--- src/rtl/exp_scheduler_if.sv ---
// Request/response and engine-side signals of the exponent scheduler.
// slave is the scheduler's view; master is the requester/engine side.
interface exp_scheduler_if #(
    parameter int unsigned WIDTH = 32
);
    logic             req0;
    logic             req1;
    logic [WIDTH-1:0] x0;
    logic [WIDTH-1:0] a0;
    logic [WIDTH-1:0] x1;
    logic [WIDTH-1:0] a1;
    logic             done0;
    logic             done1;
    logic [WIDTH-1:0] result0;
    logic [WIDTH-1:0] result1;
    logic             err0;
    logic             err1;
    logic             eng_enable;
    logic [WIDTH-1:0] eng_x;
    logic [WIDTH-1:0] eng_a;
    logic [WIDTH-1:0] eng_p;
    logic             eng_ready;
    logic             busy;

    modport slave (
        input  req0, req1, x0, a0, x1, a1, eng_p, eng_ready,
        output done0, done1, result0, result1, err0, err1,
               eng_enable, eng_x, eng_a, busy
    );

    modport master (
        output req0, req1, x0, a0, x1, a1, eng_p, eng_ready,
        input  done0, done1, result0, result1, err0, err1,
               eng_enable, eng_x, eng_a, busy
    );
endinterface

--- src/rtl/exp_scheduler.sv ---
// Round-robin scheduler sharing one exponent engine between two requesters,
// with a per-job watchdog that reports a timed-out job as an error.
module exp_scheduler #(
    parameter int unsigned WIDTH   = 32,
    parameter int unsigned TIMEOUT = 1024
) (
    input  logic           clk,
    input  logic           reset,
    exp_scheduler_if.slave bus
);
    typedef enum logic [2:0] {
        IDLE,
        ISSUE,
        WAIT_LOW,
        WAIT_DONE,
        RESPOND
    } state_e;

    localparam logic [WIDTH-1:0] WDOG_LAST = WIDTH'(TIMEOUT - 1);

    state_e           state_q,   state_d;
    logic             grant_q,   grant_d;
    logic             last_q,    last_d;
    logic [WIDTH-1:0] eng_x_q,   eng_x_d;
    logic [WIDTH-1:0] eng_a_q,   eng_a_d;
    logic [WIDTH-1:0] result0_q, result0_d;
    logic [WIDTH-1:0] result1_q, result1_d;
    logic [WIDTH-1:0] wdog_q,    wdog_d;
    logic             err_q,     err_d;
    logic             wdog_expired;

    assign wdog_expired = (wdog_q == WDOG_LAST);

    always_ff @(posedge clk or posedge reset) begin
        if (reset) begin
            state_q   <= IDLE;
            grant_q   <= 1'b0;
            last_q    <= 1'b1;
            eng_x_q   <= '0;
            eng_a_q   <= '0;
            result0_q <= '0;
            result1_q <= '0;
            wdog_q    <= '0;
            err_q     <= 1'b0;
        end else begin
            state_q   <= state_d;
            grant_q   <= grant_d;
            last_q    <= last_d;
            eng_x_q   <= eng_x_d;
            eng_a_q   <= eng_a_d;
            result0_q <= result0_d;
            result1_q <= result1_d;
            wdog_q    <= wdog_d;
            err_q     <= err_d;
        end
    end

    always_comb begin
        state_d   = state_q;
        grant_d   = grant_q;
        last_d    = last_q;
        eng_x_d   = eng_x_q;
        eng_a_d   = eng_a_q;
        result0_d = result0_q;
        result1_d = result1_q;
        wdog_d    = wdog_q;
        err_d     = err_q;

        unique case (state_q)
            IDLE: begin
                if (bus.req0 || bus.req1) begin
                    // On a tie, serve whoever was not granted last
                    grant_d = (bus.req0 && bus.req1) ? ~last_q : bus.req1;
                    last_d  = grant_d;
                    eng_x_d = grant_d ? bus.x1 : bus.x0;
                    eng_a_d = grant_d ? bus.a1 : bus.a0;
                    err_d   = 1'b0;
                    state_d = ISSUE;
                end
            end
            ISSUE: begin
                if (bus.eng_ready) begin
                    wdog_d  = '0;
                    state_d = WAIT_LOW;
                end
            end
            WAIT_LOW: begin
                wdog_d = wdog_q + WIDTH'(1);
                if (wdog_expired) begin
                    err_d   = 1'b1;
                    state_d = RESPOND;
                end else if (!bus.eng_ready) begin
                    state_d = WAIT_DONE;
                end
            end
            WAIT_DONE: begin
                wdog_d = wdog_q + WIDTH'(1);
                if (bus.eng_ready) begin
                    if (grant_q) result1_d = bus.eng_p;
                    else         result0_d = bus.eng_p;
                    state_d = RESPOND;
                end else if (wdog_expired) begin
                    err_d   = 1'b1;
                    state_d = RESPOND;
                end
            end
            RESPOND: begin
                state_d = IDLE;
            end
            default: begin
                state_d = IDLE;
            end
        endcase
    end

    always_comb begin
        bus.busy       = (state_q != IDLE);
        bus.eng_enable = (state_q == ISSUE) && bus.eng_ready;
        bus.done0      = (state_q == RESPOND) && !grant_q;
        bus.done1      = (state_q == RESPOND) &&  grant_q;
        bus.err0       = (state_q == RESPOND) && !grant_q && err_q;
        bus.err1       = (state_q == RESPOND) &&  grant_q && err_q;
        bus.eng_x      = eng_x_q;
        bus.eng_a      = eng_a_q;
        bus.result0    = result0_q;
        bus.result1    = result1_q;
    end
endmodule

--- src/flat_wrapper.sv ---
// flat-port wrapper written by rule: the top's interface ports become plain ports
module exp_scheduler_flat 
#(
    parameter int unsigned WIDTH   = 32,
    parameter int unsigned TIMEOUT = 1024
)
  (clk, reset, bus_req0, bus_req1, bus_x0, bus_a0, bus_x1, bus_a1, bus_eng_p, bus_eng_ready, bus_done0, bus_done1, bus_result0, bus_result1, bus_err0, bus_err1, bus_eng_enable, bus_eng_x, bus_eng_a, bus_busy);
  exp_scheduler_if #(.WIDTH(WIDTH)) bus_i ();
  input  logic clk;
  input  logic reset;
  input wire logic [$bits(bus_i.req0)-1:0] bus_req0;
  input wire logic [$bits(bus_i.req1)-1:0] bus_req1;
  input wire logic [$bits(bus_i.x0)-1:0] bus_x0;
  input wire logic [$bits(bus_i.a0)-1:0] bus_a0;
  input wire logic [$bits(bus_i.x1)-1:0] bus_x1;
  input wire logic [$bits(bus_i.a1)-1:0] bus_a1;
  input wire logic [$bits(bus_i.eng_p)-1:0] bus_eng_p;
  input wire logic [$bits(bus_i.eng_ready)-1:0] bus_eng_ready;
  output wire logic [$bits(bus_i.done0)-1:0] bus_done0;
  output wire logic [$bits(bus_i.done1)-1:0] bus_done1;
  output wire logic [$bits(bus_i.result0)-1:0] bus_result0;
  output wire logic [$bits(bus_i.result1)-1:0] bus_result1;
  output wire logic [$bits(bus_i.err0)-1:0] bus_err0;
  output wire logic [$bits(bus_i.err1)-1:0] bus_err1;
  output wire logic [$bits(bus_i.eng_enable)-1:0] bus_eng_enable;
  output wire logic [$bits(bus_i.eng_x)-1:0] bus_eng_x;
  output wire logic [$bits(bus_i.eng_a)-1:0] bus_eng_a;
  output wire logic [$bits(bus_i.busy)-1:0] bus_busy;
  assign bus_i.req0 = bus_req0;
  assign bus_i.req1 = bus_req1;
  assign bus_i.x0 = bus_x0;
  assign bus_i.a0 = bus_a0;
  assign bus_i.x1 = bus_x1;
  assign bus_i.a1 = bus_a1;
  assign bus_i.eng_p = bus_eng_p;
  assign bus_i.eng_ready = bus_eng_ready;
  assign bus_done0 = bus_i.done0;
  assign bus_done1 = bus_i.done1;
  assign bus_result0 = bus_i.result0;
  assign bus_result1 = bus_i.result1;
  assign bus_err0 = bus_i.err0;
  assign bus_err1 = bus_i.err1;
  assign bus_eng_enable = bus_i.eng_enable;
  assign bus_eng_x = bus_i.eng_x;
  assign bus_eng_a = bus_i.eng_a;
  assign bus_busy = bus_i.busy;
  exp_scheduler #(.WIDTH(WIDTH), .TIMEOUT(TIMEOUT)) u_core (.clk(clk), .reset(reset), .bus(bus_i));
endmodule
--- config.mk ---
export PLATFORM = sky130hd
export DESIGN_NAME = exp_scheduler_flat
export DESIGN_NICKNAME = d
export VERILOG_FILES = /design/src/rtl/exp_scheduler_if.sv /design/src/rtl/exp_scheduler.sv /design/src/flat_wrapper.sv
export SDC_FILE = /design/constraint.sdc
export NUM_CORES = 1
export LEC_CHECK = 0
export BUFFER_PORTS_ARGS = -buffer_cell sky130_fd_sc_hd__buf_2
export CAP_MARGIN = 20
export CORE_UTILIZATION = 49
export CTS_BUF_LIST = sky130_fd_sc_hd__clkbuf_16
export DETAILED_ROUTE_END_ITERATION = 10
export PLACE_DENSITY = 0.83
export SYNTH_ARGS = -nofsm -noshare
export SYNTH_HDL_FRONTEND = slang
export SYNTH_SLANG_ARGS = --single-unit
export TNS_END_PERCENT = 20
--- constraint.sdc ---
create_clock -name clk -period 5.75 [get_ports clk]
set_input_delay 0.2875 -clock clk [delete_from_list [all_inputs] [get_ports clk]]
set_output_delay 0.2875 -clock clk [all_outputs]
set_load 0.005 [all_outputs]
======== Word-level counts from Yosys, hierarchy flattened ========
Index checks and enable logic that the tools add are counted.
storage, ports and cells
  output and inout port bits .............. 134
  input bits .............................. 165
  logic and storage cells ................. 57
  bits in registers ....................... 166
cells by class
  bitwise gates (word level) .............. 2
  reductions and logical operators ........ 19
  add/sub/neg operators ................... 1
  equal/unequal tests ..................... 10
  muxes and demuxes ....................... 16
operator list
  kind                     number
  $mux W32                 3
  $pmux W32 S2             1
  $add A32 B1 Y32 const B  1
  $eq A32 B10 Y1 const B   1
  $mux W3                  6
  $pmux W3 S4              1
  $reduce_and A3 Y1        3
  $eq A3 B2 Y1 const B     2
  $logic_and A1 B1 Y1      6
  $ne A3 B2 Y1 const B     2
  $reduce_bool A3 Y1       2
  $mux W1                  4
  $ne A2 B2 Y1 const B     2
  $reduce_and A2 Y1        2
  $reduce_and A4 Y1        1
  $eq A3 B1 Y1 const B     1
  $eq A3 B3 Y1 const B     1
  $logic_not A3 Y1         1
  $pmux W1 S3              1
  $ne A2 B1 Y1 const B     1
  $not A1 Y1               2
  $reduce_bool A2 Y1       1
  $reduce_or A2 Y1         1
  $logic_not A1 Y1         1
  $logic_or A1 B1 Y1       1

======== Depth between registers and ports, before layout ========
Gate-level depths: netlist of run 1.
  depth in word-level cells ............... 4
  depth in mapped cells ................... 6
  depth with buffers taken out ............ 5

======== Worst setup path before layout of run 1 ========
No wires, ideal clock.
  kind .................................... register to register
  from .................................... reg u_core.state_q[2]
  to ...................................... reg u_core.wdog_q[27]
  setup time .............................. 0.080 ns
  cell stages (with the launch flop) ...... 6
  data required time ...................... 5.670 ns
  clock period less this slack ............ 1.811 ns
  arrival time ............................ 1.732 ns
  buffers on the path ..................... 1
  setup slack ............................. 3.939 ns
  cell sequence ........................... dfrtp_1 > nand3b_1 > or4b_1 > buf_2 > or4_1 > a21oi_1
on the way
  longest elaborated chain between the ends .. 4
  elaborated cells between the ends (all ways) .. 8
  classes of those cells .................. 4 x eq/ne; 1 x mux; 3 x reduce/logical
RTL lines
  item                                 line                 RTL
  from (decl)                          exp_scheduler.sv:21  state_e state_q, state_d;
  from (signal assigned)               exp_scheduler.sv:46  state_q <= state_d;
  $eq A3 B2 Y1                         exp_scheduler.sv:69  unique case (state_q)
  $reduce_or A2 Y1 (no source line)    -
  $reduce_bool A2 Y1 (no source line)  -
  $reduce_and A2 Y1 (no source line)   -
  to (signal assigned)                 exp_scheduler.sv:53  wdog_q <= wdog_d;
  to (decl)                            exp_scheduler.sv:28  logic [WIDTH-1:0] wdog_q, wdog_d;
Parallel ways exist; a longest one is shown, timed or not.
A chain may end at the register's enable or synchronous reset.

======== Final worst setup path of run 1 ========
  from .................................... reg u_core.state_q[2]
  to ...................................... reg u_core.grant_q
on the way
  longest elaborated chain between the ends .. 2
RTL lines
  item                                line                 RTL
  $logic_not A3 Y1                    exp_scheduler.sv:69
  $reduce_and A2 Y1 (no source line)  -
  to (signal assigned)                exp_scheduler.sv:47  grant_q <= grant_d;
  to (decl)                           exp_scheduler.sv:22  logic grant_q, grant_d;
Every way passes these cells.

==> impl_metrics.ini, run 1 <==
[clock_tree]
clock-sinks = 166
cts_buffer_depth = 2
cts_max_level = 4
cts_tree = yes
cts_setup_buffers = 0
clock_latency_ns = 0.42
cts_buffers = 17
root_buffer = clkbuf_16
clkTransAtPathRegs_ns = 0.06
ctsHoldBuffers = 0
ctsResizeCount = 0

[floorplanning]
die_h_um = 125
top_level_ports = 299
die_area_um2 = 15500
fp.dieW_um = 125
start_util_pct = 50.5
core_um2 = 14600
num_rows = 44

[synthesis]
syn_avg_cell_area_um2 = 11.5
yosysTopAreaCell = dfrtp_1
ys_top_cells_by_area = dfrtp_1, mux2_2, mux2i_1, o21ai_0, nand2_1
synth.net_count = 805
syn-cell-area_um2 = 7370
ys_ff_latch = 166
ys_warn_count = 0
yosysMostFrequentCell = dfrtp_1
synth_cells = 639
yosysUniqueCellTypes = 47
yosysTopAreaCellShare_pct = 56.0
synthTopCellsByCount = dfrtp_1, nand2_1, o21ai_0
ys.flop_type = dfrtp_1
synthArstFlopShare_pct = 100
synth_edf_count = 0
synth_seq_area_share_pct = 56.4

[timing]
finClkSkew_ns = 0.00807
relSlewSlack_pct = 23.0
final_hold_viol_count = 0
grt_setup_unrepaired = no
setup_violations = 0
fin_setup_tns_ns = 0
period_share_pct = 49.8
fmax_mhz = 349
slew_viol_final = 0
fin_crit_ns = 2.87
tightest_slew_ns = 1.15

[placed_design]
globalplace.congestion = 0.861
post-place-cells = 1087
dp_hpwl_um = 13900
io_buffers = 298

[power]
power.internal_mw = 3.04
seq_power_share_pct = 42.3
power_frac_comb_pct = 32.6
power.switching_mw = 1.47
pwr-share-clk_pct = 25.1
ir_drop_mv = 0.306
switching_share_pct = 32.6
p_per_area_nw_per_um2 = 471
p_leak_nw = 4.81

[global_routing]
grt.overflow.total = 0
track_usage_pct = 25.5
grt_pass1_vias = 6190
grt_max_degree = 98
grt_pass1_wl_um = 31200
antenna_found_initial = 0

[routing]
dr.pass1.iters = 5
top_layer_used = met4
wl_met3_um = 1050
wl_per_cell_um = 17.2
drt-initial-drc-count = 360
drt-vias-per-instance = 5.43
wl_met1_um = 7550
vias = 6064
drc_errors = 0
ant_nets = 0
wirelength_um = 19200
wl_met2_um = 9960

[setup_path]
worstPathRequired_ns = 6.05
cp_max_fo = 94
cp.arrival_ns = 3.17
startpoint = u_core.state_q[2]
cp-start-kind = register
end_kind = register
worstReg2RegStart = u_core.state_q[2]
path_class = register to register

[status]
status = complete, no violations

[cells_and_area]
drive_gt1_share_pct = 43.5
area_growth_pct = 29.9
nets = 1088
diodes = 0
stdcell_count = 1117

[min_path]
hold_class = input pin to asynchronous set/reset pin

[job]
drv_cap = 0
## critical path: stages, from the launching register on
cell	delay (ns)
dfrtp_1	0.49
nor3_1	0.91
o21ai_4	0.45
buf_4	0.50
a22o_1	0.33
## power by group through the flow
| stage | clock network, mW | logic [mW] | registers, mW |
|---|---|---|---|
| 2_1_floorplan | 0 | 0.745 | 1.93 |
| 3_3_place_gp | 0 | 1.45 | 1.89 |
| 3_5_place_dp | 0 | 1.49 | 1.91 |
| 4_1_cts | 1.14 | 1.49 | 1.91 |
| 5_1_grt | 1.20 | 1.63 | 1.97 |
| 6_report | 1.13 | 1.47 | 1.91 |
## placed cells by master, fill, tap and decap left out, drive strengths merged, types with 2 or more instances in the layout
master / n
a21oi: 20
a22o: 3
a31oi: 2
and2: 3
and3: 7
and4: 6
buf: 303
bufinv: 3
clkbuf: 17
clkinv: 7
clkinvlp: 2
dfrtp: 165
inv: 5
mux2: 66
mux2i: 67
nand2: 85
nand2b: 3
nand3: 10
nand3b: 2
nand4: 7
nor2: 12
nor3: 3
nor4: 7
o21a: 2
o21ai: 72
o31ai: 13
or2: 2
or3: 5
or4: 13
xor2: 7
## metrics by stage
step                      total power [mW]  area, um^2  util, %  hold slack [ns]  setup WS (ns)
after global placement                3.33        8990     61.6            0.458           2.95
after global routing                  4.80        9580     65.7           0.0977           2.75
final                                 4.51        9580     65.7           0.0599           2.88
after CTS                             4.55        9580     65.7           0.0900           2.94
after floorplan                       2.67        7370        -            0.350          0.974
after detailed placement              3.40        8990     61.6            0.465           2.96
## area by class of cell
type | instances | area [um^2]
well taps | 184 | 230
repair buffers | 303 | 1530
fillers | 1137 | 5010
flip-flops and latches | 166 | 4160
clock buffers | 17 | 425
inverters | 4 | 20.0
multi-input cells | 430 | 3060
clock inverters | 13 | 160
## registers in the layout, indices dropped and copies added, names as in the netlist
| name | count |
|---|---|
| u_core.bus.eng_a | 32 |
| u_core.err_q | 1 |
| u_core.last_q | 1 |
| u_core.state_q | 3 |
| u_core.bus.result0 | 32 |
| u_core.bus.result1 | 32 |
| u_core.wdog_q | 32 |
| u_core.bus.eng_x | 32 |
| u_core.grant_q | 1 |
## layer usage
layer	up-vias	global-route usage, %
met5	-	0
met4	0	10.9
met3	55	6.19
met2	229	43.7
met1	2927	30.5
li1	2853	-
## path summary, 6_finish.rpt
kind	to	slack, ns	cells after the start
setup / recovery	u_core.grant_q	2.88	4
hold / removal	u_core.bus.result0[16]	0.06	2
setup reg to reg	u_core.grant_q	2.88	4
hold reg to reg	u_core.bus.eng_a[11]	0.47	2
max in group asynchronous	u_core.wdog_q[9]	4.29	3
min in group clk	u_core.bus.result1[27]	0.11	2
## kinds of logic (layout without fill, tap and decap cells)
group	Yosys count	after routing	synth area share (%)
simple gates	173	173	12.1
compound gates	116	116	8.83
mux	133	133	19.2
buf+inv	43	337	2.53
xor+xnor	7	7	0.832
fa+ha+maj	1	1	0.170
flops	166	166	56.4
No activity file was read; power rests on OpenSTA's default activity.
==> run 2, diff against run 1 <==
- ABC_AREA: not set -> 1
- CORE_UTILIZATION: 49 -> 50
- clock period: 5.75 -> 2.84 ns (I/O delays scaled with it)
==> run 2 against run 1 <==
First-iteration DRC count increased to 3.0 times the previous value. Register-to-register slack worse by 2.8 ns. Power rose to 2.6 times the previous value. Routed wire length grew 58%. Sequential share of layout area fell by 6.7 points. Final area rose by 18%. Area after synthesis is 9.5% higher. Critical endpoint is now u_core.bus.eng_a[25]. Setup slack got worse by 2.8 ns. Largest power group is now combinational logic. Flip-flop and latch count unchanged. Maximum frequency up 5.4%. Clock power grew 110%.
==> impl_metrics.ini, run 2 <==
[setup_path]
path_class = register to register
end_kind = register
r2r-end = u_core.bus.eng_a[25]
worstPathRequired_ns = 3.21
r2r_slack_ns = 0.12
cp.arrival_ns = 3.09
reg2regPathDepth = 7
cp-start-kind = register
critPathTopFamily = buffers and inverters
worstReg2RegStart = u_core.last_q
cp_max_fo = 36
crit_path_max_incr_delay_ns = 0.61
cp_num_buf_inv = 3
crit_chain = nand2_1, nand2_2, inv_1, buf_4, o21ai_0, o22ai_1, dlygate4sd3_1
crit_slowest_cell = inv_1

[synthesis]
ys_ff_latch = 166
syn_avg_cell_area_um2 = 8.29
synth_edf_count = 0
syn-cell-area_um2 = 8070
synth_seq_area_share_pct = 51.5
ys.flop_type = dfrtp_1
synth_cells = 974
yosysUniqueCellTypes = 33
synthArstFlopShare_pct = 100
synth.net_count = 1140
yosysTopAreaCellShare_pct = 51.2
ys_top_cells_by_area = dfrtp_1, nand2_1, inv_1, nor2_1, o21ai_2
ys_warn_count = 0
synthTopCellsByCount = nand2_1, dfrtp_1, inv_1
yosysMostFrequentCell = nand2_1
yosysTopAreaCell = dfrtp_1

[timing]
holdWs_ns = 0.00217
setup_ws_ns = 0.120
fin_setup_tns_ns = 0
period_share_pct = 95.8
finClkSkew_ns = 0.0182
relSlewSlack_pct = 44.3
slew_viol_final = 0
setup_violations = 0
fin_crit_ns = 2.72
grt_setup_unrepaired = no
fmax_mhz = 368
final_hold_viol_count = 0
tightest_slew_ns = 0.834

[floorplanning]
core_um2 = 15800
num_rows = 46
start_util_pct = 51.0
top_level_ports = 299
fp.dieW_um = 129
die_h_um = 129
die_area_um2 = 16700

[placed_design]
dp_hpwl_um = 16200
post-place-cells = 1454
place_area_um2 = 9680
globalplace.congestion = 0.939
io_buffers = 298
pre_cts_slack_ns = 0.804

[cells_and_area]
stdcell_count = 1598
layout_common_cells = buf_2, nand2_1, dfrtp_1
drive_gt1_share_pct = 29.6
multi_input_area_um2 = 3070
fin_util_pct = 71.6
nets = 1526
final_common_cell = buf_2
area_growth_pct = 40.4
stdcell_area_um2 = 11300
seqCellArea_um2 = 4160
fillerInstances = 988

[clock_tree]
cts_setup_buffers = 0
clock-sinks = 166
ctsResizeCount = 0
ctsHoldBuffers = 102
cts_buffers = 17
cts_tree = yes
clock_latency_ns = 0.44
cts_max_level = 4
cts_buffer_depth = 2
clkTransAtPathRegs_ns = 0.07
root_buffer = clkbuf_16

[routing]
wl_per_cell_um = 19.0
dr.pass1.iters = 9
drt-initial-drc-count = 1062
drt-vias-per-instance = 5.71
vias = 9129
ant_nets = 0
wirelength_um = 30400
drc_errors = 0

[global_routing]
grt_max_degree = 67
track_usage_pct = 33.9
grt_pass1_vias = 8689
grt_pass1_wl_um = 42900
antenna_found_initial = 6
grt.overflow.total = 0

[power]
power_mw = 11.5
p_per_area_nw_per_um2 = 1020
ir_drop_mv = 0.865
p_leak_nw = 5.85

[status]
status = complete, no violations

[min_path]
hold_depth = 3
hold_class = input pin to register
hold_start = bus_x0[0]
hold_end = u_core.bus.eng_x[0]

[job]
drv_cap = 0
[run 2: cell count changes after synthesis, moves of 10 or more]
cell / delta
nand3_1: +27
o31ai_1: -13
nand2_1: +98
buf_6: +13
mux2_2: -66
nor3_1: +12
mux2i_1: -67
inv_1: +145
or4_1: -13
o21ai_2: +52
o21ai_1: +21
nor2_1: +115
o22ai_1: +67
a21oi_1: -10
[run 2: how the worst max path moves through the flow]
| stage | endpoint | depth (start not counted) | startpoint | slack, ns |
|---|---|---|---|---|
| 5_1_grt | u_core.bus.eng_a[25] | 7 | u_core.last_q | 0.02 |
| 2_1_floorplan | u_core.bus.eng_a[0] | 1 | reset | 0.59 |
| 3_3_place_gp | u_core.bus.result1[24] | 7 | u_core.state_q[1] | 0.88 |
| 6_report | u_core.bus.eng_a[25] | 7 | u_core.last_q | 0.12 |
| 4_1_cts | u_core.bus.eng_a[25] | 7 | u_core.last_q | 0.42 |
| 3_5_place_dp | u_core.bus.result1[27] | 7 | u_core.state_q[1] | 0.80 |
[run 2: cells by family after synthesis]
logic type | share of synthesized area, %
simple gates | 19.4
flops | 51.5
xor+xnor | 0.543
compound gates | 17.8
buf+inv | 10.6
fa+ha+maj | 0.155
[run 2: report_power, final]
group	switching (mW)	total [mW]	internal, mW
clock	1.08	2.39	1.32
sequential	0.786	4.20	3.41
combinational	2.86	4.92	2.06
total	4.72	11.5	6.79
[run 2: per-layer routing]
layer	vias up	global-route usage (%)	share of wire (%)	wire, um
li1	3913	-	-	-
met1	4208	36.5	33	10000
met2	753	55.6	47	14400
met3	255	9.37	10	3050
met4	0	29.1	9.6	2920
met5	-	0	0	0
[run 2: worst reg2reg max path: stages, from the launching register on]
cell and delay, ns:
dfstp_2 0.38, nand2_1 0.13, nand2_2 0.07, inv_1 0.61, buf_4 0.46, o21ai_0 0.21, o22ai_1 0.19, dlygate4sd3_1 0.60
[run 2: final cells by class]
| type | count | share of cell area (%) |
|---|---|---|
| Multi-Input combinational cell | 613 | 27.1 |
| Clock buffer | 17 | 3.76 |
| Clock inverter | 15 | 1.47 |
| Timing Repair Buffer | 410 | 23.3 |
| Sequential cell | 166 | 36.7 |
| Inverter | 152 | 5.09 |
| Antenna cell | 9 | 0.199 |
| Tap cell | 216 | 2.39 |
==> run 3, diff against run 2 <==
- REMOVE_ABC_BUFFERS: not set -> 1
==> run 3 against run 2 <==
Critical path type unchanged. Register-to-register slack better by 0.12 ns. Power up 4.7%. Core utilization up 1.8 points. Clock power rose by 8%. Via count up 1.3%. Global-route usage is 3.4 points higher. Maximum frequency grew 4.5%. Routed wire length up 4.7%. Final area increased by 2.6%. Setup slack improved by 0.12 ns. Cell count is 1.3% higher.
==> impl_metrics.ini, run 3 (same netlist as run 2, synthesis figures left out) <==
[power]
power.internal_mw = 7.20
seq_power_share_pct = 34.8
p_leak_nw = 5.99
ir_drop_mv = 0.733
p_per_area_nw_per_um2 = 1040
power_frac_comb_pct = 43.7
pwr-share-clk_pct = 21.5
power.switching_mw = 4.85
switching_share_pct = 40.3

[floorplanning]
top_level_ports = 299
start_util_pct = 51.0
num_rows = 46
die_h_um = 129
die_area_um2 = 16700
core_um2 = 15800
fp.dieW_um = 129

[timing]
holdWs_ns = 0.00889
setup_violations = 0
fin_crit_ns = 2.60
slew_viol_final = 0
period_share_pct = 91.7
grt_setup_unrepaired = no
finClkSkew_ns = 0.0132
tightest_slew_ns = 0.849
fin_setup_tns_ns = 0
relSlewSlack_pct = 43.3
final_hold_viol_count = 0
fmax_mhz = 384

[clock_tree]
cts_buffer_depth = 2
cts_buffers = 17
clock-sinks = 166
cts_tree = yes
clock_latency_ns = 0.45
ctsResizeCount = 0
clkTransAtPathRegs_ns = 0.08
cts_max_level = 4
root_buffer = clkbuf_16

[routing]
wl_per_cell_um = 19.7
drt-initial-drc-count = 1183
dr.pass1.iters = 8
ant_nets = 0
drc_errors = 0
drt-vias-per-instance = 5.71
vias = 9252
wirelength_um = 31800

[min_path]
hold_end = u_core.bus.eng_a[11]
hold_depth = 3
hold_class = input pin to register
hold_start = bus_a1[11]

[placed_design]
place_area_um2 = 9690
globalplace.congestion = 0.975
dp_hpwl_um = 15600
io_buffers = 298

[setup_path]
r2r-end = u_core.bus.eng_a[23]
worstReg2RegStart = u_core.state_q[0]
end_kind = register
cp-start-kind = register
cp_max_fo = 34
r2r_slack_ns = 0.24
path_class = register to register
worstPathRequired_ns = 3.22
reg2regPathDepth = 8
cp.arrival_ns = 2.99

[global_routing]
track_usage_pct = 37.3
grt_pass1_wl_um = 46700
grt_pass1_vias = 9018
grt.overflow.total = 0
antenna_found_initial = 4
grt_max_degree = 73

[status]
status = complete, no violations

[cells_and_area]
final_common_cell = buf_2
area_growth_pct = 43.9
drive_gt1_share_pct = 29.4
nets = 1552
layout_common_cells = buf_2, nand2_1, dfrtp_1
stdcell_area_um2 = 11600

[job]
drv_cap = 0
## run 3: cell types whose count changed in the layout (fill, tap and decap cells not counted)
cell and change:
dlygate4sd3_1 +21, buf_4 +4, diode_2 -4, clkinvlp_4 -3, bufinv_16 +2, a21oi_2 +1
clkinv_4 -1, clkinv_8 +1, inv_1 -1, inv_6 +1
## run 3: power groups by stage
stage	logic, mW	clock network (mW)	registers [mW]
floorplan	2.24	0	4.09
global placement	3.92	0	4.04
detailed placement	4.05	0	4.06
CTS	4.67	2.54	4.05
global route	5.63	2.68	4.26
finish	5.27	2.59	4.20
## run 3: layout make-up
| type | instances | area, um^2 |
|---|---|---|
| Antenna cell | 5 | 12.5 |
| Clock buffer | 17 | 425 |
| Clock inverter | 14 | 215 |
| Fill cell | 941 | 4210 |
| Inverter | 152 | 578 |
| Multi-Input combinational cell | 614 | 3080 |
| Sequential cell | 166 | 4160 |
| Tap cell | 216 | 270 |
| Timing Repair Buffer | 435 | 2880 |
## run 3: what timing repair did
action,4_1_cts,5_1_grt
hold buffers,124,0
setup buffers,0,1
setup endpoints to repair,0,27
endpoints found under the hold margin,179,0
## run 3: layer usage
layer  routed length, um  up-vias  track usage, %
met5                   0        -               0
met4                2890        0            29.0
met3                3170      257            9.91
li1                    -     3974               -
met1               10600     4203            41.8
met2               15100      818            60.9
## run 3: through the flow
stage               power [mW]  setup WS (ns)  utilization [%]  cells
floorplan                 6.33          -1.79                -    931
global placement          7.96          0.850             61.2   1457
detailed placement        8.12          0.775             61.2   1457
CTS                       11.3          0.296             73.1   1612
global route              12.6          0.254             73.4   1618
finish                    12.1          0.236             73.4   1619
## run 3: critical path, cell delays in order (launching register included)
cell           delay, ns
dfrtp_1             0.44
nor2_1              0.26
nand2_1             0.26
a21oi_4             0.21
buf_12              0.18
buf_12              0.19
o21ai_0             0.16
o22ai_1             0.23
dlygate4sd3_1       0.60
## run 3: how the worst max path moves through the flow
stage / startpoint / end / slack, ns / depth (start not counted)
2_1_floorplan: reset / u_core.bus.eng_a[0] / -1.79 / 1
3_3_place_gp: u_core.state_q[2] / u_core.bus.result0[2] / 0.85 / 6
3_5_place_dp: u_core.state_q[2] / u_core.bus.result1[24] / 0.78 / 6
4_1_cts: u_core.state_q[0] / u_core.bus.eng_x[14] / 0.30 / 7
5_1_grt: u_core.state_q[0] / u_core.bus.eng_a[23] / 0.25 / 8
6_report: u_core.state_q[0] / u_core.bus.eng_a[23] / 0.24 / 8
